## src/rtl/button_reader.sv

```systemverilog
// Debounced button/switch reader: per-bit 2-flop synchronizer, debounce counter,
// registered one-cycle press/release strobes.
module button_reader #(
  parameter int unsigned Width   = 4,
  parameter int unsigned Limit   = 16,
  parameter int unsigned CntSize = 16
) (
  input  logic             clock,
  input  logic             reset,
  input  logic [Width-1:0] buttons_i,
  output logic [Width-1:0] level_o,
  output logic [Width-1:0] press_o,
  output logic [Width-1:0] release_o,
  output logic             any_o
);

  localparam logic [CntSize-1:0] LastCnt = CntSize'(Limit - 1);

  logic [Width-1:0]   sync1_q, sync2_q;
  logic [Width-1:0]   level_q, level_d;
  logic [Width-1:0]   press_q, press_d;
  logic [Width-1:0]   release_q, release_d;
  logic               any_q, any_d;
  logic [CntSize-1:0] cnt_q [Width];
  logic [CntSize-1:0] cnt_d [Width];

  // Any single matching cycle clears the count: no partial credit for bouncy input.
  always_comb begin
    level_d   = level_q;
    press_d   = '0;
    release_d = '0;
    for (int k = 0; k < Width; k++) begin
      cnt_d[k] = '0;
      if (sync2_q[k] != level_q[k]) begin
        if (cnt_q[k] == LastCnt) begin
          level_d[k]   = sync2_q[k];
          press_d[k]   = sync2_q[k];
          release_d[k] = ~sync2_q[k];
        end else begin
          cnt_d[k] = cnt_q[k] + CntSize'(1);
        end
      end
    end
    any_d = |(press_d | release_d);
  end

  always_ff @(posedge clock) begin
    if (reset) begin
      sync1_q   <= '0;
      sync2_q   <= '0;
      level_q   <= '0;
      press_q   <= '0;
      release_q <= '0;
      any_q     <= 1'b0;
      for (int k = 0; k < Width; k++) begin
        cnt_q[k] <= '0;
      end
    end else begin
      sync1_q   <= buttons_i;
      sync2_q   <= sync1_q;
      level_q   <= level_d;
      press_q   <= press_d;
      release_q <= release_d;
      any_q     <= any_d;
      for (int k = 0; k < Width; k++) begin
        cnt_q[k] <= cnt_d[k];
      end
    end
  end

  assign level_o   = level_q;
  assign press_o   = press_q;
  assign release_o = release_q;
  assign any_o     = any_q;

endmodule

```

## config.mk

```make
export PLATFORM = sky130hd
export DESIGN_NAME = button_reader
export DESIGN_NICKNAME = d
export VERILOG_FILES = /design/src/rtl/button_reader.sv
export SDC_FILE = /design/constraint.sdc
export NUM_CORES = 1
export LEC_CHECK = 0
export ABC_AREA = 1
export CORE_UTILIZATION = 50
export CTS_CLUSTER_DIAMETER = 40
export CTS_CLUSTER_SIZE = 10
export DETAILED_ROUTE_END_ITERATION = 8
export PLACE_DENSITY = 0.76
export SYNTH_ARGS = -nofsm -noshare
export SYNTH_HDL_FRONTEND = slang
export SYNTH_SLANG_ARGS = --single-unit
```

## constraint.sdc

```tcl
create_clock -name clock -period 1.6 [get_ports clock]
set_clock_uncertainty 0.2 [all_clocks]
set_input_delay 0.48 -clock clock [delete_from_list [all_inputs] [get_ports clock]]
set_output_delay 0.48 -clock clock [all_outputs]
set_load 0.02 [all_outputs]
```

==> flow_summary.toml <==
[power_and_ir_drop]
switching_share = 0.200
p_leak_nw = 1.75
comb_power_share = 0.026
intPower_w = 0.00314
ir_drop_mv = 0.559
netSwitchingPower_w = 0.000782
pwr-share-seq = 0.544
pwr-share-clk = 0.430
powerDensity_nw_per_um2 = 806

[floorplan]
rows = 31
core_um2 = 7370
die_height_um = 89.9
initial_core_util = 0.524
ioPinCount = 19
dieArea_um2 = 8070
die_w_um = 89.9

[synthesis]
ys_top_cells_by_area = "dfxtp_1 44%, nor2_1 9.5%, nand2_1 8.8%, inv_1 6.3%, nand3_1 4.5%"
syn_avg_cell_area_um2 = 7.52
ys_warn_count = 0
synth.distinct_cells = 33
synth_area_leader_cell = "dfxtp_1"
synth_cells = 513
seq_area_frac_synth = 0.441
yosysTopAreaCellShare = 0.441
synthesis.area_um2 = 3860
ys_ff_latch = 85
synth_nets = 523

[layout]
fin_area_um2 = 4860
regArea_um2 = 1720
final_net_count = 576
n_antenna_cell = 0
drive_gt1_frac = 0.267
area_delta_synth_final_pct = 25.9
multiInputGateArea_um2 = 2140
n_fill_cell = 630

[worst_setup_path]
startpoint_type = "register"
crit_type = "register to register"
crit_chain = "ha_4 > nand2_2 > inv_2 > nand4_1 > nor2_4 > nand4_1 > a21oi_1"
crit_arrival_ns = 1.70
crit_slowest_cell = "dfxtp_2"
path_depth = 7
cpMostUsedCell = "nand4_1"
crit_path_end = "cnt_q[3][10]"
regToRegSetupSlack_ns = -0.02
critPathLaunch = "cnt_q[3][1]"
r2r.worst_path.cells = 7
path_buf_inv = 1
timing.rr.end = "cnt_q[3][10]"
critical-path-top-delay-family = "simple AND/OR/NAND/NOR gates"
r2r_start = "cnt_q[3][1]"
end_kind = "register"
cp_max_fo = 5
cp.required_ns = 1.68
slowest_delay_ns = 0.36

[grt]
grt-ovfl-total = 0
grt_first_pass_wirelength_mm = 13.2
antenna_found_initial = 0
grt_max_degree = 17
grt_pass1_vias = 3021
grt_usage = 0.202

[status]
violations = "negative setup slack"
status = "complete, but fails checks"

[min_path]
hold_class = "register to register"

[timing]
finalWorstSetupSlack_ns = -0.0182
hold_violations = 0
max_slew_margin = 0.729
finalCritPeriodShare = 1.01
worst_slew_pin_slew_ns = 0.405
drv_slew = 0
finalSetupViolCount = 1
rsz0062_at_grt = "true"
max_freq_mhz = 618
tns_ns = -0.0182
fin_crit_ns = 1.62

[clock_network]
cts.clk_slew.worst_paths_ns = 0.08
cts.sink_count = 85
clock-root-buffer = "clkbuf_8"
cts_tree = "built"
clock_latency_ns = 0.35
cts_buffers = 9
cts_hold_repair.buffers = 0
cts.path.max_buffers = 2
cts-htree-levels = 3

[place]
gp_congestion = 0.809
dpl_worst_slack_ns = -0.314
place_area_um2 = 4270
hpwl_mm = 5.32
io_buffer_count = 18

[route]
drt-initial-drc-count = 121
first_pass_iters = 4
vias = 3308
post_drt_wl_per_cell_um = 12.2
drtAntennaViolNets = 0
viasPerCell = 4.94
routed_wl_mm = 8.18
drcViolationCount = 0

[job]
maxCapViolations = 0
## power by group through the flow
| stage | Combinational (W) | Clock, W | Sequential (W) |
|---|---|---|---|
| floorplan | 0.0000451 | 0 | 0.00218 |
| global placement | 0.0000755 | 0 | 0.00218 |
| detailed placement | 0.0000786 | 0 | 0.00218 |
| CTS | 0.0000827 | 0.00172 | 0.00213 |
| global route | 0.000113 | 0.00182 | 0.00213 |
| finish | 0.000103 | 0.00168 | 0.00213 |
## stage by stage
step | std cells | total power [W] | utilization | hold WS [ns]
floorplan | 513 | 0.00222 | - | 0.188
global placement | 641 | 0.00226 | 0.580 | 0.195
detailed placement | 641 | 0.00226 | 0.580 | 0.198
CTS | 658 | 0.00393 | 0.610 | 0.215
global route | 669 | 0.00406 | 0.659 | 0.230
finish | 669 | 0.00392 | 0.659 | 0.209
## what timing repair did
action                     in CTS  in global routing
cloned                          1                  1
setup endpoints to repair      33                 75
buffers inserted                1                 10
pin swaps                       3                 26
resized for setup              59                 76
## per-layer routing
| layer | track usage | vias up | routed length (um) |
|---|---|---|---|
| li1 | - | 1743 | - |
| met1 | 0.245 | 1508 | 3660 |
| met2 | 0.347 | 46 | 4190 |
| met3 | 0.0398 | 11 | 223 |
| met4 | 0.0914 | 0 | 108 |
| met5 | 0 | - | 0 |
## worst min path at each step
stage | from | end | slack, ns | cells past startpoint
after floorplan | sync1_q[0] | sync2_q[0] | 0.19 | 2
after global placement | sync1_q[0] | sync2_q[0] | 0.19 | 2
after detailed placement | sync1_q[3] | sync2_q[3] | 0.20 | 2
after CTS | sync1_q[0] | sync2_q[0] | 0.22 | 2
after global routing | sync1_q[0] | sync2_q[0] | 0.23 | 2
final | sync1_q[0] | sync2_q[0] | 0.21 | 2
## logic make-up (layout without fill, tap and decap cells)
logic type	after synthesis	count (layout)	share of synthesized area
flip-flops	85	85	0.441
XOR/XNOR	22	22	0.0499
AO/OA/AOI/OAI	33	34	0.0493
AND/OR/NAND/NOR	297	298	0.368
buffers and inverters	72	127	0.0788
adder cells (fa/ha/maj)	4	4	0.0130
## registers in the layout (all words and copies together), names as in the netlist
register / count
any_o: 1
cnt_q: 64
level_o: 4
press_o: 4
release_o: 4
sync1_q: 4
sync2_q: 4
## tightest hold or removal path, stage by stage, from the launching register on
cell	delay (ns)
dfxtp_1	0.30
inv_1	0.04
nor2_1	0.03
## cells in the final DEF, fill, tap and decap left out, types with 13 or more instances in the layout
| master | count |
|---|---|
| xor2_1 | 15 |
| nor2_4 | 14 |
| a21oi_1 | 22 |
| nand2_1 | 82 |
| buf_4 | 27 |
| nor2_1 | 85 |
| dfxtp_2 | 17 |
| nor3_1 | 15 |
| nand3_1 | 28 |
| dfxtp_1 | 68 |
| nor2_2 | 13 |
| inv_1 | 63 |
## cell usage after synthesis
cell type / instances
nor2_1: 98
nand2_1: 90
dfxtp_1: 85
inv_1: 65
nand3_1: 35
a21oi_1: 22
nor3_1: 16
xor2_1: 16
nand4_1: 12
nor2_2: 10
o21ai_0: 7
nand2_2: 6
nand3_2: 6
xnor2_1: 6
ha_1: 4
nor2_4: 4
nor3b_1: 4
nor3b_2: 4
or2_1: 4
nor3_2: 3
buf_4: 2
buf_6: 2
nor4_1: 2
a21oi_2: 1
buf_8: 1
clkbuf_1: 1
inv_2: 1
nand3_4: 1
nand3b_1: 1
o211ai_4: 1
o21bai_1: 1
o31ai_1: 1
or2_2: 1
## cell type report
cell class | count | share of cell area
well taps | 99 | 0.0255
repair buffers | 46 | 0.0819
inverters | 66 | 0.0515
flip-flops and latches | 85 | 0.355
clock inverters | 3 | 0.0142
clock buffers | 12 | 0.0319
multi-input cells | 358 | 0.441
Note: power is estimated with default switching activity, not from simulation.
==> RTL change 1 (same flow settings) <==
`Width`: 4 -> 8.
--- a/src/rtl/button_reader.sv
+++ b/src/rtl/button_reader.sv
@@ -1,7 +1,7 @@
 // Debounced button/switch reader: per-bit 2-flop synchronizer, debounce counter,
 // registered one-cycle press/release strobes.
 module button_reader #(
-  parameter int unsigned Width   = 4,
+  parameter int unsigned Width   = 8,
   parameter int unsigned Limit   = 16,
   parameter int unsigned CntSize = 16
 ) (
Ports: changed (resized buttons_i, level_o, press_o and release_o); port bits go from 19 to 35. The function was not compared with the original's and may differ.
==> RTL change 1 against the unedited design <==
  * The run ends with design-rule violations, negative setup slack left
  * Count of clock-buffer cells in the layout rose by 9
  * Via count rose by 110%
  * Critical path depth did not move
  * Die area rose by 95%
  * Total power rose by 120%
  * Synthesized cell count rose by 94%
  * Design area rose by 110%
  * Sequential cell count rose by 84
  * Area after synthesis rose by 97%
  * Critical endpoint is now cnt_q[1][62]
  * Routed wire length rose by 120%
  * Setup slack got worse by 0.017 ns
==> RTL change 1: results (changes against the unedited design) <==
| Metric | Value |
|---|---|
| Status | finished, violations left |
| Failing checks | design-rule violations, negative setup slack |
| First-iteration detailed-routing DRC count | 492 (+310%) |
| Max FFs per register | 128 (+100%) |
| Setup tns final | -0.06538 ns (-0.04719 ns) |
| M3 GR Usage | 4.792% (+0.82 points) |
| DRT Wirelength | 18.18 mm (+120%) |
| Final setup viols | 4 (+3) |
| Crit Reg-Reg Endpoint | cnt_q[1][62] |
| Post-CTS setup buffers | 6 (+5) |
| Met1 Resource Use GR | 25.57% (+1.1 points) |
| M1 WL | 7.858 mm (+110%) |
| GR Layer Usage met2 | 37.13% (+2.5 points) |
| FF-to-FF Start | cnt_q[1][53] |
| Mapped Nets | 1013 (+94%) |
| Met2 routed WL | 9.283 mm (+120%) |
| Largest net degree at the start of global routing | 20 (+3) |
| Signal buffers | 143 (+210%) |
| Root Buffer Master | clkbuf_16 |
| DP HPWL | 10.94 mm (+110%) |
| Crit-path max FO | 4 (-1) |
| Netlist cell types | 49 (+48%) |
| Commonest cells post-synth | 206 x nor2_1, 169 x dfxtp_1, 151 x nand2_1 |
| Seq/Total Area, Yosys | 44.43% (+0.33 points) |
| Peak VDD IR | 822.6 uV (+47%) |
| DRC errors left | 2 (+2) |
| Clock buffer count from CTS | 17 (+8) |
| Worst Setup Slack, final | -0.03551 ns (-0.01731 ns) |
| Hold path startpoint | sync1_q[5] |
| Vias/cell | 5.118 (+3.5%) |
| Worst-Margin Slew | 0.3698 ns (-0.03518 ns) |
| Fill count | 1034 (+64%) |
| Seq area share | 33.42% (-2.0 points) |
| Post-Place Cell Area | 0.008788 sq mm (+110%) |
| FF+latch area | 0.003463 sq mm (+100%) |
| Vias in the first global route | 6226 (+110%) |
| Flops & latches, synth | 169 (+99%) |
| Syn Area/Cell | 7.653 sq um (+1.7%) |
| LEAKAGE | 0.004150 uW (+140%) |
| Clock Buffer Count | 21 (+9) |
## RTL change 1: power by group
part           internal (uW)  switching [uW]
sequential              4220            14.3
combinational           91.4             106
clock                   2390            1630
total                   6700            1750
## RTL change 1: cells by family (layout without fill, tap and decap cells)
kind of cell | after synthesis | in the layout | synth area share, %
compound gates | 83 | 83 | 6.573
xor+xnor | 34 | 34 | 3.911
fa+ha+maj | 8 | 8 | 1.315
simple gates | 562 | 563 | 36.41
buf+inv | 139 | 301 | 7.361
flops | 169 | 169 | 44.43
## RTL change 1: worst max path at each step
stage	startpoint	end	slack [ns]	depth (start not counted)
after global placement	reset	cnt_q[0][57]	-0.45	7
after global routing	cnt_q[1][53]	cnt_q[1][62]	-0.12	7
after CTS	level_o[2]	level_o[2]	-0.02	1
after detailed placement	reset	cnt_q[1][27]	-0.48	6
after floorplan	cnt_q[1][16]	cnt_q[1][22]	0.02	9
final	cnt_q[1][53]	cnt_q[1][62]	-0.04	7
==> RTL change 2 (same settings) <==
Without the edit above. Remove the register `release_q`: a continuous assignment takes its place, so the output `release_o` follows one clock earlier.
--- a/src/rtl/button_reader.sv
+++ b/src/rtl/button_reader.sv
@@ -50,7 +50,6 @@
       sync2_q   <= '0;
       level_q   <= '0;
       press_q   <= '0;
-      release_q <= '0;
       any_q     <= 1'b0;
       for (int k = 0; k < Width; k++) begin
         cnt_q[k] <= '0;
@@ -60,13 +59,14 @@
       sync2_q   <= sync1_q;
       level_q   <= level_d;
       press_q   <= press_d;
-      release_q <= release_d;
       any_q     <= any_d;
       for (int k = 0; k < Width; k++) begin
         cnt_q[k] <= cnt_d[k];
       end
     end
   end
+
+  assign release_q = release_d;
 
   assign level_o   = level_q;
   assign press_o   = press_q;
Check against the original RTL: no difference found for any inputs over 10 cycles, from zero or initial values and one cycle with reset high; that may be too few to reach the edited logic, so the function may still have changed.
==> RTL change 2 against the unedited design <==
  * The flow still finishes with violations (negative setup slack)
  * Core utilization increased by 14 points
  * Sequential cell count decreased by 4
  * Setup slack got worse by 0.50 ns
  * Sequential share of layout area decreased by 6.9 points
  * Design area increased by 19%
  * Routed wire length increased by 49%
  * Combinational power increased by 4%
  * Critical path type is now flop to output pin
  * Total power decreased by 1.5%
  * Area after synthesis decreased by 2.8%
  * Worst hold slack improved by 0.018 ns
  * Maximum frequency decreased by 24%
  * Critical path depth increased by 1
==> RTL change 2: results (changes against the unedited design) <==
| Metric | Value |
|---|---|
| Status | finished, violations left |
| Failing checks | negative setup slack |
| DP HPWL | 6.054 mm (+14%) |
| Cell count of the worst reg-to-reg path | 10 (+3) |
| GRT Total Usage | 24.82% (+4.6 points) |
| DRC errors left | 0 (unchanged) |
| Hold Crit Depth | 2 (unchanged) |
| Crit-path max FO | 2 (-3) |
| Largest Register | cnt_q |
| DP Worst Slack | -0.6945 ns (-0.3803 ns) |
| Netlist cell types | 33 (unchanged) |
| Compound-Gate Fraction of Synth Area | 5.973% (+1.0 points) |
| Pre-Repair DR Iteration Count | 5 (+1) |
| Hold Worst Slack | 0.2271 ns (+0.01793 ns) |
| Vias | 4067 (+23%) |
| Diode count | 0 (unchanged) |
| Crit Reg-Reg Endpoint | cnt_q[3][12] |
| Hold path startpoint | sync1_q[0] |
| Async set-reset flop share out of synthesis | 0% (unchanged) |
| Root Buffer Master | clkbuf_8 |
| Clk Latency, worst-skew pair | 0.37 ns (+0.02 ns) |
| Seq/Total Area, Yosys | 43.24% (-0.86 points) |
| Critical Path Source | cnt_q[3][0] |
| Fill count | 443 (-30%) |
| Mapped Nets | 517 (-1.1%) |
| Peak VDD IR | 588.7 uV (+5.4%) |
| Crit path DAT | 1.44 ns (-0.26 ns) |
| Share of cells above drive strength 1 | 43.18% (+17 points) |
| Multiplexer share of the synthesized area | 0% (unchanged) |
| FF-to-FF Start | cnt_q[3][0] |
| RD Place Congestion | 0.8809 (+8.8%) |
| Synth area leaders | dfxtp_1 43%, nor2_1 11%, nand2_1 8.7%, inv_1 5.7%, nand3_1 4.0% |
| Nets@finish | 672 (+17%) |
| Final setup viols | 17 (+16) |
| First-iteration detailed-routing DRC count | 231 (+91%) |
| Post-synthesis adder-cell area fraction | 1.335% (+0.038 points) |
| Worst Setup Slack, final | -0.5160 ns (-0.4978 ns) |
| Commonest cells post-synth | 111 x nor2_1, 87 x nand2_1, 81 x dfxtp_1 |
| Min-delay worst type | flop to flop |
| Worst-Margin Slew | 0.4275 ns (+0.02260 ns) |
| First-pass GRT wire length | 15.12 mm (+15%) |
| Setup tns final | -2.854 ns (-2.836 ns) |
| Bufs on Longest Clock Path | 2 (unchanged) |
| Worst path top cell family by delay | flip-flops |
| Vias in the first global route | 3501 (+16%) |
| Wire length per cell | 15.92 microns (+30%) |
| Post-synthesis xor/xnor area fraction | 4.905% (-0.089 points) |
| LEAKAGE | 0.002279 uW (+30%) |
| Setup slack, reg-to-reg | -0.21 ns (-0.19 ns) |
## RTL change 2: cell types whose count changed in the layout (fill, tap and decap cells not counted), moves of 5 or more
cell and change:
buf_6 +24, inv_2 +8, nor2_1 +6, buf_4 +85, dfxtp_1 -11, inv_1 -13, dfxtp_2 +6, a21oi_1 -5
nand2_1 -7, a21oi_2 +8, nand3_1 -9
## RTL change 2: through the flow
step	cell area [sq um]	std cells
6_report	5796	766
4_1_cts	5389	752
2_1_floorplan	3892	507
3_3_place_gp	4927	722
5_1_grt	5796	766
3_5_place_dp	4927	722
## RTL change 2: worst reg2reg max path, stage by stage (launching register included)
cell and delay (ns):
dfxtp_2 0.37, ha_4 0.16, nand2_4 0.05, buf_4 0.13, buf_6 0.11, nor3_4 0.22, inv_2 0.07, nor2_4 0.18
nand2_1 0.07, nand2_1 0.07, a21oi_1 0.06
## RTL change 2: cell type report
| cell class | count | area [sq um] | area share [%] |
|---|---|---|---|
| Inverter | 62 | 237.7 | 4.102 |
| Clock buffer | 12 | 145.1 | 2.504 |
| Multi-Input combinational cell | 361 | 2354 | 40.61 |
| Clock inverter | 4 | 76.32 | 1.317 |
| Timing Repair Buffer | 147 | 1205 | 20.79 |
| Sequential cell | 81 | 1654 | 28.54 |
| Tap cell | 99 | 123.9 | 2.137 |
## RTL change 2: how the worst max path moves through the flow
| stage | end | slack, ns | depth (start not counted) |
|---|---|---|---|
| 2_1_floorplan | release_o[3] | -0.13 | 7 |
| 3_3_place_gp | release_o[0] | -0.62 | 6 |
| 3_5_place_dp | release_o[0] | -0.69 | 6 |
| 4_1_cts | release_o[3] | -0.49 | 8 |
| 5_1_grt | release_o[3] | -0.60 | 8 |
| 6_report | release_o[3] | -0.52 | 8 |
## RTL change 2: power by group
group	switching (uW)	total, uW	internal [uW]
clock	792	1720	927
sequential	9.59	2030	2030
combinational	62.7	107	44.0
## RTL change 2: cell families after synthesis
kind of cell / Yosys count
flip-flops: 81
AND/OR/NAND/NOR: 296
XOR/XNOR: 21
adder cells (fa/ha/maj): 4
AO/OA/AOI/OAI: 37
buffers and inverters: 68
## RTL change 2: repair_timing
| item | CTS | global route |
|---|---|---|
| endpoints found under the setup margin | 66 | 69 |
| pin swaps | 27 | 46 |
| endpoints found under the hold margin | 0 | 0 |
| setup buffers | 15 | 16 |
| resized for setup | 104 | 85 |
| hold buffers | 0 | 0 |
| cloned | 1 | 2 |
## RTL change 2: metal layers
| metal | up-vias | global-route usage [%] | wire length, microns |
|---|---|---|---|
| met5 | - | 0 | 0 |
| met4 | 0 | 10.85 | 436 |
| met3 | 47 | 3.451 | 625 |
| met2 | 174 | 42.17 | 6270 |
| met1 | 1925 | 31.48 | 4863 |
| li1 | 1921 | - | - |
